`src/rtl/ethernet_support_pkg.sv`:
```
// Shared types and constants for the Ethernet/IPv4 support blocks.
// Holds the TX arbiter state/source encodings and the default packet size limit.
package ethernet_support_pkg;

  localparam int IPV4_MAX_PKT_BYTES = 1500;

  typedef enum logic [1:0] {
    ST_IDLE,
    ST_XFER,
    ST_FLUSH,
    ST_GAP
  } tx_arb_state_t;

  typedef enum logic {
    SRC_UDP,
    SRC_ICMP
  } tx_src_t;

endpackage

```
`src/rtl/ipv4_pkt_tx_arbiter.sv`:
```
// Packet-granular round-robin merge of the UDP and ICMP TX FIFOs onto one IPv4 byte stream.
// Byte path is a combinational mux from the granted source; oversize packets are cut and flushed.
module ipv4_pkt_tx_arbiter
  import ethernet_support_pkg::*;
#(
  parameter int MAX_PKT_BYTES = IPV4_MAX_PKT_BYTES,
  parameter int GAP_CYCLES    = 4
) (
  input  logic        i_txmac_clk,
  input  logic        i_txmac_arst,
  input  logic        i_udp_pkt_byte_rdy,
  input  logic [7:0]  i_udp_pkt_byte,
  input  logic        i_udp_pkt_byte_vld,
  input  logic        i_udp_pkt_last_byte,
  output logic        o_udp_pkt_byte_rd,
  input  logic        i_icmp_pkt_byte_rdy,
  input  logic [7:0]  i_icmp_pkt_byte,
  input  logic        i_icmp_pkt_byte_vld,
  input  logic        i_icmp_pkt_last_byte,
  output logic        o_icmp_pkt_byte_rd,
  output logic [7:0]  o_ipv4_pkt_byte,
  output logic        o_ipv4_pkt_byte_vld,
  output logic        o_ipv4_pkt_last_byte,
  input  logic        i_ipv4_pkt_byte_rd,
  output logic        o_pkt_truncated,
  output logic [15:0] o_udp_pkt_cnt,
  output logic [15:0] o_icmp_pkt_cnt
);

  localparam int BW = $clog2(MAX_PKT_BYTES + 1);
  localparam int GW = (GAP_CYCLES > 1) ? $clog2(GAP_CYCLES) : 1;
  localparam logic [BW-1:0] TRUNC_AT = BW'(MAX_PKT_BYTES - 1);
  localparam logic [GW-1:0] GAP_END  = GW'((GAP_CYCLES > 0) ? GAP_CYCLES - 1 : 0);
  // With no gap configured the end of a packet returns straight to arbitration.
  localparam tx_arb_state_t POST_PKT = (GAP_CYCLES > 0) ? ST_GAP : ST_IDLE;

  tx_arb_state_t state;
  tx_src_t       grant;
  tx_src_t       last_served;
  logic [BW-1:0] byte_cnt;
  logic [GW-1:0] gap_cnt;

  logic       src_vld;
  logic       src_last;
  logic [7:0] src_byte;
  logic       xfer;
  logic       flush;
  logic       at_limit;
  logic       consume;
  logic       src_pop;

  always_comb begin
    src_vld  = (grant == SRC_UDP) ? i_udp_pkt_byte_vld  : i_icmp_pkt_byte_vld;
    src_last = (grant == SRC_UDP) ? i_udp_pkt_last_byte : i_icmp_pkt_last_byte;
    src_byte = (grant == SRC_UDP) ? i_udp_pkt_byte      : i_icmp_pkt_byte;
    xfer     = (state == ST_XFER);
    flush    = (state == ST_FLUSH);
    at_limit = (byte_cnt == TRUNC_AT);
    consume  = xfer & src_vld & i_ipv4_pkt_byte_rd;
    src_pop  = consume | (flush & src_vld);
  end

  assign o_udp_pkt_byte_rd    = src_pop & (grant == SRC_UDP);
  assign o_icmp_pkt_byte_rd   = src_pop & (grant == SRC_ICMP);
  assign o_ipv4_pkt_byte_vld  = xfer & src_vld;
  assign o_ipv4_pkt_byte      = o_ipv4_pkt_byte_vld ? src_byte : 8'd0;
  assign o_ipv4_pkt_last_byte = o_ipv4_pkt_byte_vld & (src_last | at_limit);

  always_ff @(posedge i_txmac_clk or posedge i_txmac_arst) begin
    if (i_txmac_arst) begin
      state           <= ST_IDLE;
      grant           <= SRC_UDP;
      last_served     <= SRC_ICMP;
      byte_cnt        <= '0;
      gap_cnt         <= '0;
      o_pkt_truncated <= 1'b0;
      o_udp_pkt_cnt   <= 16'd0;
      o_icmp_pkt_cnt  <= 16'd0;
    end else begin
      o_pkt_truncated <= 1'b0;
      case (state)
        ST_IDLE: begin
          byte_cnt <= '0;
          // UDP wins when alone or when ICMP was served last.
          if (i_udp_pkt_byte_rdy && (!i_icmp_pkt_byte_rdy || last_served == SRC_ICMP)) begin
            grant <= SRC_UDP;
            state <= ST_XFER;
          end else if (i_icmp_pkt_byte_rdy) begin
            grant <= SRC_ICMP;
            state <= ST_XFER;
          end
        end
        ST_XFER: begin
          if (consume) begin
            if (src_last || at_limit) begin
              if (grant == SRC_UDP) o_udp_pkt_cnt  <= o_udp_pkt_cnt + 16'd1;
              else                  o_icmp_pkt_cnt <= o_icmp_pkt_cnt + 16'd1;
              last_served <= grant;
              byte_cnt    <= '0;
              gap_cnt     <= '0;
              if (src_last) begin
                state <= POST_PKT;
              end else begin
                o_pkt_truncated <= 1'b1;
                state           <= ST_FLUSH;
              end
            end else begin
              byte_cnt <= byte_cnt + 1'b1;
            end
          end
        end
        ST_FLUSH: begin
          if (src_vld && src_last) begin
            gap_cnt <= '0;
            state   <= POST_PKT;
          end
        end
        ST_GAP: begin
          if (gap_cnt == GAP_END) state <= ST_IDLE;
          else                    gap_cnt <= gap_cnt + 1'b1;
        end
        default: state <= ST_IDLE;
      endcase
    end
  end

endmodule

```
`config.mk`:
```
export PLATFORM = sky130hd
export DESIGN_NAME = ipv4_pkt_tx_arbiter
export DESIGN_NICKNAME = d
export VERILOG_FILES = /design/src/rtl/ethernet_support_pkg.sv /design/src/rtl/ipv4_pkt_tx_arbiter.sv
export SDC_FILE = /design/constraint.sdc
export NUM_CORES = 1
export LEC_CHECK = 0
export ABC_AREA = 0
export BUFFER_PORTS_ARGS = -buffer_cell sky130_fd_sc_hd__buf_4
export CAP_MARGIN = 5
export CORE_MARGIN = 2
export CORE_UTILIZATION = 50
export DETAILED_ROUTE_END_ITERATION = 10
export MAX_ROUTING_LAYER = met4
export PLACE_DENSITY = 0.81
export SETUP_SLACK_MARGIN = 0.15
export SLEW_MARGIN = 20
export SYNTH_ARGS = -nofsm -noshare
export SYNTH_HDL_FRONTEND = slang
export SYNTH_SLANG_ARGS = --single-unit
```
`constraint.sdc`:
```
create_clock -name i_txmac_clk -period 2.21 [get_ports i_txmac_clk]
set_input_delay 0.442 -clock i_txmac_clk [delete_from_list [all_inputs] [get_ports i_txmac_clk]]
set_output_delay 0.442 -clock i_txmac_clk [all_outputs]
set_load 0.01 [all_outputs]
```
Yosys cells after proc, flatten, opt, wreduce, memory -nomap -nowiden --
Cells that the tools add are included.
Operators by class: bitwise gates (word level) 9, reduce and logical (&&, ||, !) cells 16, add/subtract/negate cells 4, order comparisons 0, muxes and demuxes 26, $mul 0, divide/modulo/power cells 0, eq/ne operators 11, shifts and indexed selects 0
Operators with widths (number):
- $add 16x1->16 const B | 2
- $mux 11 | 2
- $pmux 11 s2 | 1
- $mux 2 | 10
- $mux 8 | 2
- $add 11x1->11 const B | 1
- $eq 11x11->1 const B | 1
- $reduce_and 5->1 | 2
- $mux 1 | 9
- $pmux 2 s4 | 1
- $reduce_and 4->1 | 2
- $and 1x1->1 | 6
- $eq 2x2->1 const B | 3
- $ne 2x1->1 const B | 3
- $pmux 2 s3 | 1
- $ne 2x2->1 const B | 2
- $reduce_and 2->1 | 2
- $reduce_bool 2->1 | 2
- $ne 3x3->1 const B | 1
- $reduce_and 3->1 | 1
- $reduce_bool 3->1 | 1
- $add 2x1->2 const B | 1
- $eq 2x1->1 const B | 1
- $logic_and 1x1->1 | 2
- other kinds (5) | 7
Word-level totals: output and inout bits 45, memories 0, latch bits 0, bits of input ports 25, memory bits (read-only) 0, logic and storage cells 74, register bits 50, bits in writable memories 0

Longest topological paths before layout --
Gate-level depths: netlist of run 1.
word-level depth 5, depth in mapped cells 8, mapped depth without buffers 7

Worst setup path before layout of run 1 --
OpenSTA, ideal clock, no wires.
path type reg-to-reg, start reg byte_cnt[0], end reg o_icmp_pkt_cnt[1], stages on the path, launching flop included 7, clock period less this slack 1.952 ns, arrival 1.828 ns, library setup time 0.125 ns, path slack 0.258 ns, cells stage by stage dfrtp_1 -> ha_1 -> and4b_1 -> a31oi_4 -> or2_4 -> nor2_1 -> mux2_2
On the way: word-level cells in the longest chain between the ends 3
Ends and longest elaborated chain:
- start: declaration | line ipv4_pkt_tx_arbiter.sv:40 | logic [BW-1:0] byte_cnt;
- start signal: assignment | line ipv4_pkt_tx_arbiter.sv:108 | byte_cnt <= byte_cnt + 1'b1;
- $eq 11x11->1 | line ipv4_pkt_tx_arbiter.sv:58 | at_limit = (byte_cnt == TRUNC_AT);
- $logic_or 1x1->1 | line ipv4_pkt_tx_arbiter.sv:95 | if (src_last || at_limit) begin
- $reduce_and 4->1 (no source line)
- end signal: assignment | line ipv4_pkt_tx_arbiter.sv:97 | else o_icmp_pkt_cnt <= o_icmp_pkt_cnt + 16'd1;
- end: declaration | line ipv4_pkt_tx_arbiter.sv:27 | output logic [15:0] o_icmp_pkt_cnt
Every way passes these cells. A chain may end at the register's enable or synchronous reset.

Worst setup path in the final report of run 1 --
start reg byte_cnt[1], end out o_ipv4_pkt_last_byte
On the way: word-level cells in the longest chain between the ends 3
Ends and longest elaborated chain:
- $eq 11x11->1 | line ipv4_pkt_tx_arbiter.sv:58
- $or 1x1->1 | line ipv4_pkt_tx_arbiter.sv:67 | assign o_ipv4_pkt_last_byte = o_ipv4_pkt_byte_vld & (src_last | at_limit);
- $and 1x1->1 | line ipv4_pkt_tx_arbiter.sv:67
- end: declaration | line ipv4_pkt_tx_arbiter.sv:23 | output logic o_ipv4_pkt_last_byte,
Every way passes these cells.

==> results by group, run 1 <==
Timing
  – Hold Vio Cnt, Final: 0
  – Clk_skew: between 0.005 and 0.006 ns
  – Final Max Tran Viols: 0
  – Max-slew headroom: between 60% and 70%
  – Worst-Margin Slew: 0.578 ns
  – Final setup fails: 0
  – Post-route clock period utilization: approximately 93%
  – Setup TNS: 0 ns
  – Unrepaired setup endpoints after global routing: yes
  – FMAX: around 0.49 GHz
  – Final Critical Period: approximately 2.1 ns

Setup path
  – Family with the most delay on the worst path: flip-flops
  – Critical Path Source Type: flop
  – Worst-path fanout max: 4
  – CP cell instances: ha_2 -> and4b_2 -> a31oi_4 -> nor2_1 -> buf_4
  – CP endpoint kind: output pin
  – Crit path kind: reg -> out
  – Worst path max stage delay: between 0.4 and 0.5 ns
  – CP bufs+invs: 1
  – Required @ worst endpoint: 1.77 ns
  – WP data arrival: ~1.6 ns
  – Slowest-stage cell, CP: dfrtp_1
  – Launching point of the worst reg2reg path: byte_cnt[1]
  – Critical path startpoint: byte_cnt[1]

Final layout
  – Storage cell area: about 0.0013 mm2
  – Multi-input logic area: 0.00143 mm2
  – Commonest non-fill, non-tap cell in the layout: buf_4
  – Design area: between 0.003 and 0.004 mm2
  – Fin nets: 373
  – Most frequent cells in the layout: buf_4 (82), dfrtp_1 (48), xnor2_1 (22), nand2_1 (20), nor2_1 (18)
  – Fin cells: roughly 410
  – Area Growth Syn to Fin: 31.6%
  – Share of cells above drive strength 1: 34.9%
  – N_diodes: 0
  – Filler Cells Inserted: about 400

CTS
  – Num Clock Sinks: 50
  – Clk_lat worst skew: around 0.30 ns
  – Htree depth: 2
  – CTS tree: done
  – CTS Buffer Depth: 2
  – Clk pin slew, worst setup/hold paths: around 0.090 ns
  – CTS Buf Count: 5
  – Clk root buf: clkbuf_8

Pwr
  – Switching share of power: between 30% and 40%
  – Clk pwr share: 19.7%
  – Internal Power: between 1.5 and 2 mW
  – Lkg Pwr: approximately 1.8 nW
  – Comb pwr share: a little over two fifths
  – Sequential share of power: a little under two fifths
  – Psw: around 1.1 mW
  – Power per cell area: ~830 mW/mm2
  – Worst IR Drop VDD: roughly 0.64 mV

Drt
  – Routed WL: slightly above 6 mm
  – Antenna viol nets, final: 0
  – DR iter-0 viols: 122
  – Vias per cell: about 5.4
  – DRT Pass-1 Iters: 4
  – Remaining DRCs: 0
  – Via count: 2230
  – Routed len/inst: about 15 um

Synthesis
  – Synthesized flop and latch total: 50
  – Post-Syn Area: roughly 0.0027 mm2
  – Ys Warns: 0
  – Synth Flop Type: dfrtp_1
  – Seq/Total Area, Yosys: between 40 and 50%
  – Avg Cell Area, Syn: 10.5 um2
  – Post-synthesis async set-or-reset flop share: between 90% and 100%
  – Cells after Synth: around 260
  – Syn nets: 289
  – EDFF count, synth: 0
  – Synth cell types: 48

Worst hold path
  – Hold crit path type: in -> async

Floorplanning
  – Initial core utilization: between 50% and 60%
  – Die Ht: about 77 um
  – Standard-cell rows: 26
  – Core Region: 0.00517 mm2
  – Die W: slightly below 80 um
  – Ports: 70
  – Die footprint: 0.00600 mm2

Placement
  – Hpwl dp: approximately 4.4 mm
  – Cell count after placement: about 400
  – Buffers on Ports: 69
  – DP Area: 0.00332 mm2
  – GP Congestion: between 0.8 and 0.9

Flow run
  – Max-cap viol count: 0

Global routing
  – Total track usage: between 20% and 30%
  – Initial antenna violation count: 0
  – First-pass GRT wire length: 10.2 mm
  – Vias in the first global route: between 2k and 2.5k
  – Gr ovfl total: 0
  – Largest net degree at the start of global routing: 27

Outcome
  – Status: complete, no violations
==> final timing paths <==
kind / to / slack, ns / cells after the start
worst max-delay path: o_ipv4_pkt_last_byte / 0.15 / 5
worst max register to register: o_icmp_pkt_cnt[5] / 0.15 / 8
min in group i_txmac_clk: grant / 0.45 / 2
worst min register to register: o_udp_pkt_cnt[15] / 0.48 / 1
worst min-delay path: byte_cnt[8] / 0.20 / 2
max in group asynchronous: o_icmp_pkt_cnt[0] / 1.48 / 3
==> power by group through the flow <==
stage	Sequential (mW)	Combinational (mW)	Clock [mW]
floorplan	1.10	0.789	0
global placement	1.12	1.08	0
detailed placement	1.12	1.11	0
CTS	1.11	1.20	0.598
global route	1.13	1.39	0.639
finish	1.12	1.26	0.581
==> Yosys cell counts, types with 2 or more instances <==
| master | count | share of area (%) |
|---|---|---|
| nand3_1 | 16 | 3.0 |
| clkbuf_1 | 3 | 0.42 |
| o21ai_0 | 5 | 0.93 |
| inv_1 | 8 | 1.1 |
| a31oi_1 | 2 | 0.46 |
| buf_2 | 2 | 0.37 |
| nor2_1 | 20 | 2.8 |
| o2bb2ai_1 | 2 | 0.65 |
| nor3_1 | 6 | 1.1 |
| xnor2_1 | 22 | 7.1 |
| and2_1 | 2 | 0.46 |
| and4_1 | 5 | 1.6 |
| xor2_1 | 14 | 4.5 |
| nand4_1 | 11 | 2.6 |
| ha_1 | 8 | 3.7 |
| mux2i_1 | 10 | 3.7 |
| mux2_2 | 4 | 1.7 |
| and3_1 | 10 | 2.3 |
| dfrtp_1 | 49 | 45 |
| and3_2 | 2 | 0.56 |
| nor2b_1 | 2 | 0.46 |
| nand2_1 | 21 | 2.9 |
| a21oi_1 | 3 | 0.56 |
| a32o_1 | 2 | 0.74 |
| nand2b_1 | 3 | 0.70 |
| buf_4 | 2 | 0.56 |
==> metal layers <==
layer | vias up | global-route usage, % | wire (um) | part of all wire [%]
met4 | 0 | 6.96 | 114 | 1.8
met2 | 65 | 35.0 | 3230 | 52
met5 | - | - | 0 | 0
met1 | 1074 | 27.5 | 2610 | 42
met3 | 16 | 4.53 | 271 | 4.3
li1 | 1075 | - | - | -
==> worst register-to-register path, stage by stage, from the launching register on <==
cell,delay (ns)
dfrtp_1,0.40
ha_2,0.22
and4b_2,0.28
a31oi_4,0.12
buf_4,0.17
nor4_4,0.28
buf_4,0.20
nand4_1,0.12
xnor2_1,0.16
==> timing repair <==
item	in CTS	in global routing
cloned	0	0
setup buffers	5	5
setup endpoints to repair	16	29
hold buffers	0	0
resized for setup	8	8
pin swaps	3	6
==> registers in the layout (all words and copies together), names as in the netlist <==
name / cells
byte_cnt: 11
gap_cnt: 2
grant: 1
last_served: 1
o_icmp_pkt_cnt: 16
o_pkt_truncated: 1
o_udp_pkt_cnt: 16
state: 2
==> layout make-up <==
type | instances | share of cell area [%]
multi-input cells | 191 | 40.2
clock inverters | 1 | 0.247
flip-flops and latches | 50 | 35.3
repair buffers | 84 | 18.2
clock buffers | 7 | 2.71
inverters | 8 | 0.846
well taps | 70 | 2.47
==> cells by family (layout without fill, tap and decap cells) <==
logic type               after synthesis  count (layout)  synth area share, %
AO/OA/AOI/OAI                         25              25                 7.70
XOR/XNOR                              36              36                 11.7
adder cells (fa/ha/maj)                8               8                 3.71
buffers and inverters                 15             100                 2.46
flip-flops                            50              50                 46.4
multiplexers                          14              14                 5.38
AND/OR/NAND/NOR                      108             108                 22.6
==> per-stage QoR <==
step | hold WS, ns | power (mW) | setup WS, ns | util (%)
floorplan | 0.470 | 1.89 | 0.258 | -
global placement | 0.463 | 2.19 | 0.196 | 64.1
detailed placement | 0.467 | 2.23 | 0.0851 | 64.1
CTS | 0.207 | 2.91 | 0.105 | 67.4
global route | 0.228 | 3.16 | 0.0581 | 68.6
finish | 0.200 | 2.96 | 0.151 | 68.6
(Power assumes the default switching activity.)
==> run 2: changes to the inputs <==
==> constraint.sdc (replaced) <==
create_clock -name i_txmac_clk -period 2.21 [get_ports i_txmac_clk]
set_input_delay 0.221 -clock i_txmac_clk [delete_from_list [all_inputs] [get_ports i_txmac_clk]]
set_output_delay 0.221 -clock i_txmac_clk [all_outputs]
set_load 0.01 [all_outputs]
==> results by group, run 2 (synthesis results as in run 1) <==
Setup path
  – Worst-path fanout max: 7 (was 4)
  – CP endpoint kind: flop (was output pin)
  – Register-to-register setup slack: 0.19 ns (was 0.15 ns)
  – Worst r2r path cells: 8 (unchanged)
  – Critical path startpoint: byte_cnt[0] (was byte_cnt[1])
  – FF-to-FF End: o_icmp_pkt_cnt[5] (unchanged)
  – Crit path depth: 8 (was 5)
  – CP bufs+invs: 2 (was 1)
  – Launching point of the worst reg2reg path: byte_cnt[0] (was byte_cnt[1])
  – Critical Path Source Type: flop (unchanged)
  – CP cell instances: ha_2 -> and4b_2 -> a31oi_4 -> buf_6 -> nor4_4 -> buf_4 -> nand4_1 -> xnor2_1 (was ha_2 -> and4b_2 -> a31oi_4 -> nor2_1 -> buf_4)
  – Slowest-stage cell, CP: dfrtp_1 (unchanged)
  – Family with the most delay on the worst path: simple AND/OR/NAND/NOR gates (was flip-flops)
  – WP data arrival: 2.22 ns (was 1.62 ns)
  – Crit path kind: reg -> reg (was reg -> out)
  – Worst Setup EP: o_icmp_pkt_cnt[5] (was o_ipv4_pkt_last_byte)
  – Worst path max stage delay: 0.38 ns (was 0.42 ns)
  – Required @ worst endpoint: 2.41 ns (was 1.77 ns)

Global routing
  – Initial antenna violation count: 0 (unchanged)
  – Gr busiest metal: met2 (unchanged)
  – Largest net degree at the start of global routing: 51 (was 27)
  – Vias in the first global route: 2178 (was 2206)
  – Met1 usage: 25.9% (was 27.5%)
  – Grt met3 use: 3.84% (was 4.53%)
  – Total track usage: 20.8% (was 21.7%)
  – Met2 Use GR: 35.1% (was 35.0%)
  – Gr ovfl total: 0 (unchanged)
  – First-pass GRT wire length: 9.89 mm (was 10.2 mm)

Worst hold path
  – Hold crit path type: in -> async (unchanged)

Timing
  – Max-slew headroom: 58.6% (was 61.4%)
  – Hold_ws: 0.0742 ns (was 0.200 ns)
  – Post-route clock period utilization: 91.4% (was 93.2%)
  – Final Critical Period: 2.02 ns (was 2.06 ns)
  – Setup TNS: 0 ns (unchanged)
  – Unrepaired setup endpoints after global routing: yes (unchanged)
  – FMAX: 0.495 GHz (was 0.486 GHz)
  – Final setup fails: 0 (unchanged)
  – Setup ws final: 0.190 ns (was 0.151 ns)
  – Worst-Margin Slew: 0.620 ns (was 0.578 ns)
  – Clk_skew: 0.00539 ns (was 0.00572 ns)
  – Hold Vio Cnt, Final: 0 (unchanged)
  – Final Max Tran Viols: 0 (unchanged)

Drt
  – Remaining DRCs: 0 (unchanged)
  – DR iter-0 viols: 161 (was 122)
  – Routed WL: 5.91 mm (was 6.23 mm)
  – Vias per cell: 5.42 (was 5.43)
  – Antenna viol nets, final: 0 (unchanged)
  – DRT Pass-1 Iters: 4 (unchanged)
  – Via count: 2200 (was 2230)
  – Routed len/inst: 14.6 um (was 15.2 um)

Pwr
  – Worst IR Drop VDD: 0.556 mV (was 0.642 mV)
  – Psw: 1.04 mW (was 1.06 mW)
  – Lkg Pwr: 1.72 nW (was 1.76 nW)
  – Clk pwr share: 22.0% (was 19.7%)
  – Sequential share of power: 37.9% (about the same)
  – Total power draw: 2.93 mW (was 2.96 mW)
  – Internal Power: 1.89 mW (about the same)
  – Power per cell area: 840 mW/mm2 (was 833 mW/mm2)
  – Comb pwr share: 40.1% (was 42.5%)
  – Switching share of power: 35.6% (was 35.9%)

Final layout
  – Largest registers: o_icmp_pkt_cnt: 16 flops, o_udp_pkt_cnt: 16 flops, byte_cnt: 11 flops (unchanged)
  – Commonest non-fill, non-tap cell in the layout: buf_4 (unchanged)
  – N_diodes: 0 (unchanged)
  – Area Growth Syn to Fin: 29.3% (was 31.6%)
  – Share of cells above drive strength 1: 31.8% (was 34.9%)
  – Fin nets: 368 (was 373)
  – Most frequent cells in the layout: buf_4 (77), dfrtp_1 (49), xnor2_1 (22), nand2_1 (20), nor2_1 (19) (was buf_4 (82), dfrtp_1 (48), xnor2_1 (22), nand2_1 (20), nor2_1 (18))
  – Final core utilization: 67.4% (was 68.6%)

CTS
  – CTS Buf Count: 5 (unchanged)
  – Clk_lat worst skew: 0.31 ns (was 0.30 ns)
  – Clk pin slew, worst setup/hold paths: 0.09 ns (about the same)
  – Clk root buf: clkbuf_8 (unchanged)
  – CTS tree: done (unchanged)
  – Num Clock Sinks: 50 (unchanged)
  – Htree depth: 2 (unchanged)
  – CTS Buffer Depth: 2 (unchanged)

Placement
  – GP Congestion: 0.789 (was 0.830)
  – Place WS: 0.0603 ns (was 0.0851 ns)
  – Buffers on Ports: 69 (unchanged)
  – Hpwl dp: 4.19 mm (was 4.39 mm)

Outcome
  – Status: complete, no violations (unchanged)

Floorplanning
  – Die footprint: 0.00600 mm2 (unchanged)
  – Core Region: 0.00517 mm2 (unchanged)
  – Initial core utilization: 52.2% (unchanged)
  – Ports: 70 (unchanged)
  – Standard-cell rows: 26 (unchanged)
  – Die W: 77.5 um (unchanged)
  – Die Ht: 77.5 um (unchanged)

Flow run
  – Max-cap viol count: 0 (unchanged)
==> run 2: stage by stage <==
step / std cells / instance area (um2)
5_1_grt: 406 / 3490
3_3_place_gp: 394 / 3310
3_5_place_dp: 394 / 3310
4_1_cts: 403 / 3430
6_report: 406 / 3490
2_1_floorplan: 256 / 2700
==> run 2: worst register-to-register path, cell delays in order (launching register included) <==
cell	delay [ns]
dfrtp_1	0.38
ha_2	0.21
and4b_2	0.31
a31oi_4	0.16
buf_6	0.17
nor4_4	0.24
buf_4	0.18
nand4_1	0.11
xnor2_1	0.15
==> run 2: final cells by class <==
type                            count  area, um2
Inverter                            8       30.0
Tap cell                           70       87.6
Clock inverter                      2       37.5
Fill cell                         416       1690
Clock buffer                        6       72.6
Multi-Input combinational cell    192       1420
Timing Repair Buffer               78        589
Sequential cell                    50       1250
==> run 2: power groups by stage <==
stage	combinational (mW)	clock, mW	sequential [mW]
2_1_floorplan	0.789	0	1.10
3_3_place_gp	1.07	0	1.12
3_5_place_dp	1.10	0	1.12
4_1_cts	1.13	0.664	1.10
5_1_grt	1.29	0.708	1.12
6_report	1.17	0.643	1.11
==> run 2: worst min-delay path by stage <==
stage / start / endpoint / depth (start not counted)
2_1_floorplan: i_icmp_pkt_byte_rdy / grant / 1
6_report: i_txmac_arst / o_udp_pkt_cnt[1] / 3
3_5_place_dp: i_txmac_arst / o_pkt_truncated / 3
4_1_cts: i_txmac_arst / o_pkt_truncated / 3
5_1_grt: i_txmac_arst / o_udp_pkt_cnt[3] / 3
3_3_place_gp: i_txmac_arst / o_pkt_truncated / 3
==> run 2: repair_timing <==
action | in CTS | in global routing
gates resized for setup | 2 | 6
pin swaps | 2 | 2
setup endpoints to repair | 18 | 29
hold buffers | 0 | 0
hold endpoints to repair | 0 | 0
buffers inserted | 1 | 2
cloned | 0 | 1
==> run 2: routing by layer <==
metal	wire (um)	up-vias
met2	3020	48
met4	65	0
li1	-	1066
met1	2590	1079
met5	0	-
met3	240	7
